--- src/rtl/issue_pkg.sv ---
// Shared constants and state type for the issue controller and its scoreboard.
package issue_pkg;

    localparam int unsigned NUM_FU     = 5;
    localparam int unsigned FU_ALU0    = 0;
    localparam int unsigned FU_ALU1    = 1;
    localparam int unsigned FU_COMPLEX = 2;
    localparam int unsigned FU_MEM     = 3;
    localparam int unsigned FU_BRANCH  = 4;

    localparam int unsigned NUM_REGS   = 16;
    localparam int unsigned REG_AW     = 4;

    typedef enum logic {RUN, BRANCH_WAIT} issue_state_t;

endpackage

--- src/rtl/register_scoreboard.sv ---
// Pending-write scoreboard: one busy bit per architectural register.
// r0 is never marked busy; a set and a clear to the same register resolve to set.
module register_scoreboard
    import issue_pkg::*;
(
    input  logic              clk,
    input  logic              rst,
    input  logic              set_en_i,
    input  logic [REG_AW-1:0] set_addr_i,
    input  logic              clr_en_i,
    input  logic [REG_AW-1:0] clr_addr_i,
    input  logic [REG_AW-1:0] rd_a_addr_i,
    input  logic [REG_AW-1:0] rd_b_addr_i,
    output logic              busy_a_o,
    output logic              busy_b_o
);

    logic [NUM_REGS-1:0] busy_q;
    logic [NUM_REGS-1:0] busy_d;

    always_comb begin
        busy_d = busy_q;
        if (clr_en_i) begin
            busy_d[clr_addr_i] = 1'b0;
        end
        if (set_en_i && (set_addr_i != '0)) begin
            busy_d[set_addr_i] = 1'b1;
        end
        busy_d[0] = 1'b0;
    end

    always_ff @(posedge clk or posedge rst) begin
        if (rst) begin
            busy_q <= '0;
        end else begin
            busy_q <= busy_d;
        end
    end

    // Reads see registered state only: no writeback bypass.
    assign busy_a_o = busy_q[rd_a_addr_i];
    assign busy_b_o = busy_q[rd_b_addr_i];

endmodule

--- src/rtl/issue_controller.sv ---
// Single-entry issue stage: hazard/tag gating, one-hot dispatch to five units, branch wait.
// Optional ISSUE_PERF_COUNTERS_EN adds saturating StallCycles/BranchWaitCycles outputs.
module issue_controller
    import issue_pkg::*;
#(
    parameter int unsigned TAGBITWIDTH = 3
) (
    input  logic                   clk,
    input  logic                   rst,
    input  logic                   DecodeValid,
    output logic                   DecodeReady,
    input  logic [4:0]             FunctionalUnitEnable,
    input  logic                   TagRequest,
    input  logic                   RegAReadEn,
    input  logic                   RegAWriteEn,
    input  logic                   RegBReadEn,
    input  logic                   BranchStall,
    input  logic                   JumpEn,
    input  logic [3:0]             RegAAddr,
    input  logic [3:0]             RegBAddr,
    output logic [4:0]             IssueValid,
    input  logic [4:0]             IssueReady,
    output logic [TAGBITWIDTH-1:0] IssueTag,
    input  logic                   WritebackValid,
    input  logic [3:0]             WritebackAddr,
    input  logic                   TagRelease,
    input  logic                   BranchResolved
`ifdef ISSUE_PERF_COUNTERS_EN
    ,
    output logic [31:0]            StallCycles,
    output logic [31:0]            BranchWaitCycles
`endif
);

    localparam int unsigned CNT_W    = TAGBITWIDTH + 1;
    localparam int unsigned NUM_TAGS = 1 << TAGBITWIDTH;

    issue_state_t           state_q;
    logic [NUM_FU-1:0]      issue_valid_q, issue_valid_d;
    logic [TAGBITWIDTH-1:0] issue_tag_q, issue_tag_d;
    logic [TAGBITWIDTH-1:0] tag_cnt_q, tag_cnt_d;
    logic [CNT_W-1:0]       outstanding_q, outstanding_d;

    logic busy_a, busy_b;
    logic draining, slot_free, hazard, tag_ok, accept, alloc;

    // Jumps and immediates need no unit; JumpEn carries no extra issue behaviour.
    logic unused_jump_en;
    assign unused_jump_en = JumpEn;

    register_scoreboard u_scoreboard (
        .clk         (clk),
        .rst         (rst),
        .set_en_i    (accept && RegAWriteEn),
        .set_addr_i  (RegAAddr),
        .clr_en_i    (WritebackValid),
        .clr_addr_i  (WritebackAddr),
        .rd_a_addr_i (RegAAddr),
        .rd_b_addr_i (RegBAddr),
        .busy_a_o    (busy_a),
        .busy_b_o    (busy_b)
    );

    assign draining  = |(issue_valid_q & IssueReady);
    assign slot_free = (issue_valid_q == '0) || draining;
    assign hazard    = ((RegAReadEn || RegAWriteEn) && busy_a) || (RegBReadEn && busy_b);
    assign tag_ok    = !TagRequest || (outstanding_q < CNT_W'(NUM_TAGS));

    assign DecodeReady = !rst && (state_q == RUN) && slot_free && !hazard && tag_ok;
    assign accept      = DecodeValid && DecodeReady;
    assign alloc       = accept && TagRequest;

    always_comb begin
        issue_valid_d = issue_valid_q;
        issue_tag_d   = issue_tag_q;
        tag_cnt_d     = tag_cnt_q;
        outstanding_d = outstanding_q;

        // Unit-less instructions are accepted but leave the register empty.
        if (accept) begin
            issue_valid_d = FunctionalUnitEnable;
            issue_tag_d   = (alloc && (FunctionalUnitEnable != '0)) ? tag_cnt_q : '0;
        end else if (draining) begin
            issue_valid_d = '0;
            issue_tag_d   = '0;
        end

        if (alloc) begin
            tag_cnt_d = tag_cnt_q + TAGBITWIDTH'(1);
        end

        if (alloc && !TagRelease) begin
            outstanding_d = outstanding_q + CNT_W'(1);
        end else if (!alloc && TagRelease && (outstanding_q != '0)) begin
            outstanding_d = outstanding_q - CNT_W'(1);
        end
    end

    always_ff @(posedge clk or posedge rst) begin
        if (rst) begin
            state_q       <= RUN;
            issue_valid_q <= '0;
            issue_tag_q   <= '0;
            tag_cnt_q     <= '0;
            outstanding_q <= '0;
        end else begin
            issue_valid_q <= issue_valid_d;
            issue_tag_q   <= issue_tag_d;
            tag_cnt_q     <= tag_cnt_d;
            outstanding_q <= outstanding_d;
            case (state_q)
                RUN:         if (accept && BranchStall) state_q <= BRANCH_WAIT;
                BRANCH_WAIT: if (BranchResolved)        state_q <= RUN;
                default:                                state_q <= RUN;
            endcase
        end
    end

    assign IssueValid = issue_valid_q;
    assign IssueTag   = issue_tag_q;

`ifdef ISSUE_PERF_COUNTERS_EN
    logic [31:0] stall_cycles_q;
    logic [31:0] branch_wait_cycles_q;

    always_ff @(posedge clk or posedge rst) begin
        if (rst) begin
            stall_cycles_q       <= '0;
            branch_wait_cycles_q <= '0;
        end else begin
            if (DecodeValid && !DecodeReady && (stall_cycles_q != 32'hFFFF_FFFF)) begin
                stall_cycles_q <= stall_cycles_q + 32'd1;
            end
            if ((state_q == BRANCH_WAIT) && (branch_wait_cycles_q != 32'hFFFF_FFFF)) begin
                branch_wait_cycles_q <= branch_wait_cycles_q + 32'd1;
            end
        end
    end

    assign StallCycles      = stall_cycles_q;
    assign BranchWaitCycles = branch_wait_cycles_q;
`endif

endmodule

--- config.mk ---
export PLATFORM = sky130hd
export DESIGN_NAME = issue_controller
export DESIGN_NICKNAME = d
export VERILOG_FILES = /design/src/rtl/issue_pkg.sv /design/src/rtl/register_scoreboard.sv /design/src/rtl/issue_controller.sv
export SDC_FILE = /design/constraint.sdc
export NUM_CORES = 1
export LEC_CHECK = 0
export CORE_MARGIN = 5
export CORE_UTILIZATION = 50
export CTS_CLUSTER_DIAMETER = 30
export DETAILED_ROUTE_END_ITERATION = 10
export GPL_ROUTABILITY_DRIVEN = 0
export PLACE_DENSITY_LB_ADDON = 0.08
export SLEW_MARGIN = 15
export SYNTH_ARGS = -nofsm -noshare
export SYNTH_HDL_FRONTEND = slang
export SYNTH_HIERARCHICAL = 1
export SYNTH_SLANG_ARGS = --single-unit
export TNS_END_PERCENT = 1
--- constraint.sdc ---
create_clock -name clk -period 5.3 [get_ports clk]
set_clock_uncertainty 0.1 [all_clocks]
set_input_delay 0.795 -clock clk [delete_from_list [all_inputs] [get_ports clk]]
set_output_delay 0.795 -clock clk [all_outputs]
set_load 0.1 [all_outputs]
# [After elaboration in Yosys (flattened, before gate mapping)]
# Cells that the tools add are included.
# Widths: inputs -> output; s select.
[totals] in_bits=34 ff_bits=31
[op_classes] bitwise=5 n_lt_le_gt_ge=6 muxes=20 add_sub_neg=3 n_reduce_logical=33
[op_table] op="$mux 16" n=2
[op_table] op="$logic_and 1x1->1" n=17
[op_table] op="$and 16x16->16" n=1
[op_table] op="$not 16->16" n=1
[op_table] op="$or 16x16->16" n=1
[op_table] op="$lt 4x5->1 const B" n=3
[op_table] op="$mux 5" n=2
[op_table] op="$mux 3" n=3
[op_table] op="$bmux 1 s4" n=2
[op_table] op="$demux 1 s4" n=2
[op_table] op="$ge 4x1->1 const B" n=2
[op_table] op="$mux 4" n=2
[op_table] op="$reduce_bool 4->1" n=2
[op_table] op="$mux 1" n=6
[op_table] op="$and 5x5->5" n=1
[op_table] op="$logic_not 1->1" n=5
[op_table] op="$logic_not 5->1" n=1
[op_table] op="$reduce_bool 5->1" n=1
[op_table] op="$reduce_or 5->1" n=1
[op_table] op="$add 4x1->4 const B" n=1
[op_table] op="$logic_or 1x1->1" n=4
[op_table] op="$lt 4x4->1 const B" n=1
[op_table] op="$reduce_bool 2->1" n=2
[op_table] op="$sub 4x1->4 const B" n=1
[op_table] op="other kinds (3)" n=3

# [Logic depth before layout (Yosys ltp)]
[logic_depth] word_depth=14 mapped_depth=15 depth_no_buf=13

# [Modules after synthesis]
# The synthesis kept the hierarchy.
[by_module_without_submodules] mod="register_scoreboard" seq_area_each_um2=375.4 cells_each=97 instances=1 area_per_inst_um2=962.2
[by_module_without_submodules] mod="issue_controller" seq_area_each_um2=400.4 cells_each=78 instances=1 area_per_inst_um2=889.6

# [Worst setup path before layout]
# Ideal clock, no wire load.
[synth_path] path_kind="input to output" from="input port RegAAddr[2]" to="output port DecodeReady" setup_slack_ps=1385 path_stages=7 path_buffers=1 arrival_ps=3020 t_required_ps=4405 cell_sequence="buf_6 mux4_2 o22ai_1 a31oi_1 o21ai_0 nand3_1 nor2_1"
[synth_between] elab_chain_len=7
[synth_rtl] element="start: declaration" line_no="issue_controller.sv:19" rtl="input logic [3:0] RegAAddr,"
[synth_rtl] element="$bmux 1 s4" line_no="register_scoreboard.sv:41" rtl="assign busy_a_o = busy_q[rd_a_addr_i];"
[synth_rtl] element="$mux 1 (not written as such)" line_no="register_scoreboard.sv:41"
[synth_rtl] element="named net busy_a" line_no="issue_controller.sv:44" rtl="logic busy_a, busy_b;"
[synth_rtl] element="$logic_and 1x1->1" line_no="issue_controller.sv:66" rtl="assign hazard = ((RegAReadEn || RegAWriteEn) && busy_a) || (RegBReadEn && busy_b);"
[synth_rtl] element="$logic_or 1x1->1" line_no="issue_controller.sv:66"
[synth_rtl] element="$logic_not 1->1" line_no="issue_controller.sv:69" rtl="assign DecodeReady = !rst && (state_q == RUN) && slot_free && !hazard && tag_ok;"
[synth_rtl] element="$logic_and 1x1->1 (2 in series)" line_no="issue_controller.sv:69"
[synth_rtl] element="end: declaration" line_no="issue_controller.sv:11" rtl="output logic DecodeReady,"
# The timed path passes the listed nets, and every way through them passes these cells. The select of a mux whose other input is x is not followed.

# [Final worst setup path]
[layout_path] from="input port RegAAddr[2]" to="register outstanding_q[3]"
[layout_between] elab_chain_len=13 word_cells_on_any_way=15
[layout_rtl] element="$bmux 1 s4 *" line_no="register_scoreboard.sv:41"
[layout_rtl] element="$mux 1 (not written as such) *" line_no="register_scoreboard.sv:41"
[layout_rtl] element="named net busy_a" line_no="issue_controller.sv:44"
[layout_rtl] element="$logic_and 1x1->1 *" line_no="issue_controller.sv:66"
[layout_rtl] element="$logic_or 1x1->1 *" line_no="issue_controller.sv:66"
[layout_rtl] element="$logic_not 1->1 *" line_no="issue_controller.sv:69"
[layout_rtl] element="$logic_and 1x1->1 * (2 in series)" line_no="issue_controller.sv:69"
[layout_rtl] element="$logic_and 1x1->1 *" line_no="issue_controller.sv:70" rtl="assign accept = DecodeValid && DecodeReady;"
[layout_rtl] element="$logic_and 1x1->1 *" line_no="issue_controller.sv:71" rtl="assign alloc = accept && TagRequest;"
[layout_rtl] element="$logic_not 1->1" line_no="issue_controller.sv:94" rtl="end else if (!alloc && TagRelease && (outstanding_q != '0)) begin"
[layout_rtl] element="$logic_and 1x1->1 (2 in series)" line_no="issue_controller.sv:94"
[layout_rtl] element="$reduce_bool 2->1 (no line)"
[layout_rtl] element="end signal: assignment" line_no="issue_controller.sv:110" rtl="outstanding_q <= outstanding_d;"
[layout_rtl] element="end: declaration" line_no="issue_controller.sv:42" rtl="logic [CNT_W-1:0] outstanding_q, outstanding_d;"
# Mark *: on every way through the listed nets, which the timed path passes. The rest lies on a longest branch. The select of a mux whose other input is x is not followed.
# A chain may end at the register's enable or synchronous reset.

==> metrics.md <==
| Metric | Value |
|---|---|
| Critical-path maximum fanout | 13 |
| Combined global-route utilization of all metal layers | roughly a fifth |
| First-pass GRT wire length | slightly below 8000 um |
| Number of nets in the finished design | between 200 and 300 |
| Area inside the core boundary | between 3000 and 4000 um2 |
| Number of cells traversed by the worst hold path | 1 |
| Layout cell share with drive strength beyond 1 | approximately 11% |
| Part of the Yosys area used for sequential elements | 41.89% |
| Path depth of the worst reg2reg path | 13 |
| DRT Wirelength | 4564 um |
| Final setup violating endpoints | 0 |
| Skew-Pair Late Insertion Delay | between 0.2 and 0.3 ns |
| # hold bufs at CTS | 0 |
| TritonCTS clock tree | done |
| Critical Path AT | about 4.4 ns |
| Worst path required time | between 5 and 6 ns |
| Netlist cell types | a little over 40 |
| Boundary Pins | 43 |
| Static Leakage | 0.9984 nW |
| Critical Path Start Type | input port |
| Met3 Track Usage GR | under 10% |
| Finished Core Util | 65.46% |
| Gr busiest metal | met2 |
| Count of synthesis-stage warnings from yosys | 6 |
| Number of buffers inserted by post-CTS setup repair | 0 |
| Pwr dens | approximately 480 nW/um2 |
| Final hold slack | approximately 0.39 ns |
| Number of buffer cells added on primary ports | between 40 and 50 |
| Clock H-tree levels | 2 |
| Via count of the first global-routing pass | 1,676 |
| Avg Synthesized Cell Area | 10.58 um2 |
| Cell Chain, Critical Path | clkdlybuf4s50_1 > mux4_2 > o22ai_1 > a31oi_1 > o21ai_0 > and4_2 > o21a_2 > nand3_1 > ha_1 > a21o_1 > a21oi_1 > and2_1 > mux2i_1 > xnor2_1 |
| Unrepaired setup endpoints after global routing | no |
| Worst path bufs/invs | 1 |
| Antenna cell count | 0 |
| Dominant cell type by area after synthesis | dfrtp_1 |
| Number of routed nets with antenna violations | 0 |
| Stages on worst setup path | 14 |
| Fin crit period | 4.321 ns |
| Headroom to the max-slew limit | between 30% and 40% |
| Antenna violations before repair | 0 |
| Number of hold violations in the final report | 0 |
| Detailed placement HPWL | approximately 3500 um |
| Clock-pin slew on the worst setup and hold paths | ~0.06 ns |
| Width of the die | slightly above 70 um |
| Number of max-capacitance violations reported | 0 |
| Post-synthesis cell count | 175 |
| Die Ht | about 71 um |
| Nets in the synthesized netlist | approximately 210 |
| Vias per Instance | 6.004 |
| Critical path start-end classification | in2reg |
| Worst Tran Pin Value | a little under 1 ns |
| Highest Clock Rate | 231.4 MHz |
| Clock sink total | 31 |
| Cell with the largest stage delay on the worst path | clkdlybuf4s50_1 |
| Pin count of the biggest net entering global routing | 17 |
| Total number of vias | 1,609 |
| Setup crit end kind | flop |
| Initial Util | 50.96% |
| Die area | 5020 um2 |
| Site row count | 22 |
| Syn-to-layout area delta | 28.45% |
| Outcome | finished clean |
| Maximum buffer depth of the clock tree | 2 |
| Number of DRC violations after detailed-routing iteration 0 | 140 |
| Cell at the root of the clock tree | clkbuf_8 |
| Max rail drop VDD | a little under 0.4 mV |
| Final worst path period share | between 80% and 90% |
| Combined area of all synthesized cells | between 1500 and 2000 um2 |
| Met1 global-route usage | between 20% and 30% |
| Critical path's largest stage delay | around 0.74 ns |
| Average wire per standard cell | 17.03 um |
| Family of cells with the greatest summed delay on the critical path | compound AO/OA/AOI/OAI gates |
| DRC | 0 |
| Cts bufs inserted | 5 |
| Class of the worst hold path | reg2reg |
| Iteration count of the initial detailed-routing pass | 5 |
| Number of cells upsized or downsized after cts | 0 |
| Fin. max-slew vios | 0 |
| Yosys reg bits | 31 |
| Total Power | about 1.1 mW |
| Fraction of synthesized cell area taken by the top area cell type | roughly two fifths |
| Largest cells by area after synthesis | dfrtp_1 42%, o21ai_0 8.6%, nand2b_1 4.1% |
| Aggregate global routing overflow | 0 |
| Total Neg Setup Slack | 0 ns |
| Met2 routing resource usage after global routing | a little under a third |
[metrics by stage]
step | setup WS, ns | cells | area (um2)
2_1_floorplan | 1.385 | 175 | 1852
4_1_cts | 0.9696 | 268 | 2379
3_5_place_dp | 0.6847 | 260 | 2278
5_1_grt | 0.7932 | 268 | 2379
3_3_place_gp | 0.8746 | 260 | 2278
6_report | 0.9785 | 268 | 2379
[state kept, by name, indices dropped and copies added (netlist names)]
| name | flops |
|---|---|
| u_scoreboard/busy_q | 15 |
| IssueValid | 5 |
| state_q | 1 |
| outstanding_q | 4 |
| tag_cnt_q | 3 |
| IssueTag | 3 |
[worst register-to-register path, delay by kind of cell (launching register included)]
family	cells	cell delay [ns]
compound gates	6	1.03
xor+xnor	1	0.14
fa+ha+maj	1	0.33
flops	1	0.40
mux	2	0.56
simple gates	3	0.71
[cell type report]
| type | count | area [um2] |
|---|---|---|
| timing repair buffer | 41 | 407.9 |
| sequential | 31 | 775.7 |
| clock buffer | 8 | 100.1 |
| inverter | 6 | 22.52 |
| tap | 48 | 60.06 |
| fill | 313 | 1255 |
| multi-input combinational | 134 | 1012 |
[Yosys cell counts]
master,n
buf_6,3
mux4_1,2
ha_1,3
o22ai_1,2
nand3_1,6
or2_2,2
xor2_1,2
a31oi_1,6
o21ai_0,32
nor4bb_1,2
nor2_1,5
nor2_4,1
a222oi_1,3
mux4_2,2
and4_2,1
and2_1,2
mux2_2,4
nand2_1,8
or4_4,1
nor3_1,1
o21a_2,1
a211oi_1,1
nor4_1,1
a22oi_1,1
nand2b_1,12
fa_1,1
o211ai_4,1
nand3b_1,4
a21o_1,1
inv_1,6
buf_4,1
xnor2_1,3
a22o_2,1
dfrtp_1,31
o22a_1,2
a21oi_1,2
o31ai_1,1
mux2i_1,7
a21oi_2,1
or3b_2,2
a22o_1,7
[layout by cell type (no fill, tap or decap), types with 3 or more instances in the layout]
cell type,instances
a22o_1,7
nand2_1,8
clkdlybuf4s50_1,40
xnor2_1,3
dfrtp_1,31
a222oi_1,3
mux2_2,4
nand3_1,6
nor2_1,5
mux2i_1,7
a31oi_1,6
o21ai_0,32
nand2b_1,12
inv_1,6
clkbuf_8,7
ha_1,3
nand3b_1,4
[cell families after synthesis]
group           Yosys count  share of synthesized area, %
mux                      15                         11.49
simple gates             48                         15.68
flops                    31                         41.89
xor+xnor                  5                         2.365
compound gates           62                         22.03
buf+inv                  10                         3.446
fa+ha+maj                 4                         3.108
[power breakdown]
part | leakage [nW] | switching, mW | internal [mW] | total (mW)
sequential | 0.415 | 0.0706 | 0.305 | 0.375
combinational | 0.532 | 0.358 | 0.202 | 0.560
clock | 0.0515 | 0.0814 | 0.118 | 0.200
[final timing paths]
check	start	slack, ns	end
setup / recovery	RegAAddr[2]	0.98	outstanding_q[3]
hold / removal	tag_cnt_q[2]	0.39	tag_cnt_q[2]
setup reg to reg	u_scoreboard/busy_q[15]	1.93	outstanding_q[3]
hold reg to reg	tag_cnt_q[2]	0.39	tag_cnt_q[2]
max in group asynchronous	rst	3.85	IssueValid[0]
min in group asynchronous	rst	0.87	u_scoreboard/busy_q[3]
[metal layers]
| metal | vias up | share of wire (%) | wire, um |
|---|---|---|---|
| li1 | 756 | - | - |
| met1 | 773 | 45 | 2071 |
| met5 | - | 0 | 0 |
| met4 | 0 | 0.53 | 24 |
| met3 | 2 | 7.8 | 357 |
| met2 | 78 | 46 | 2111 |
Power figures use the tool's default switching activity.
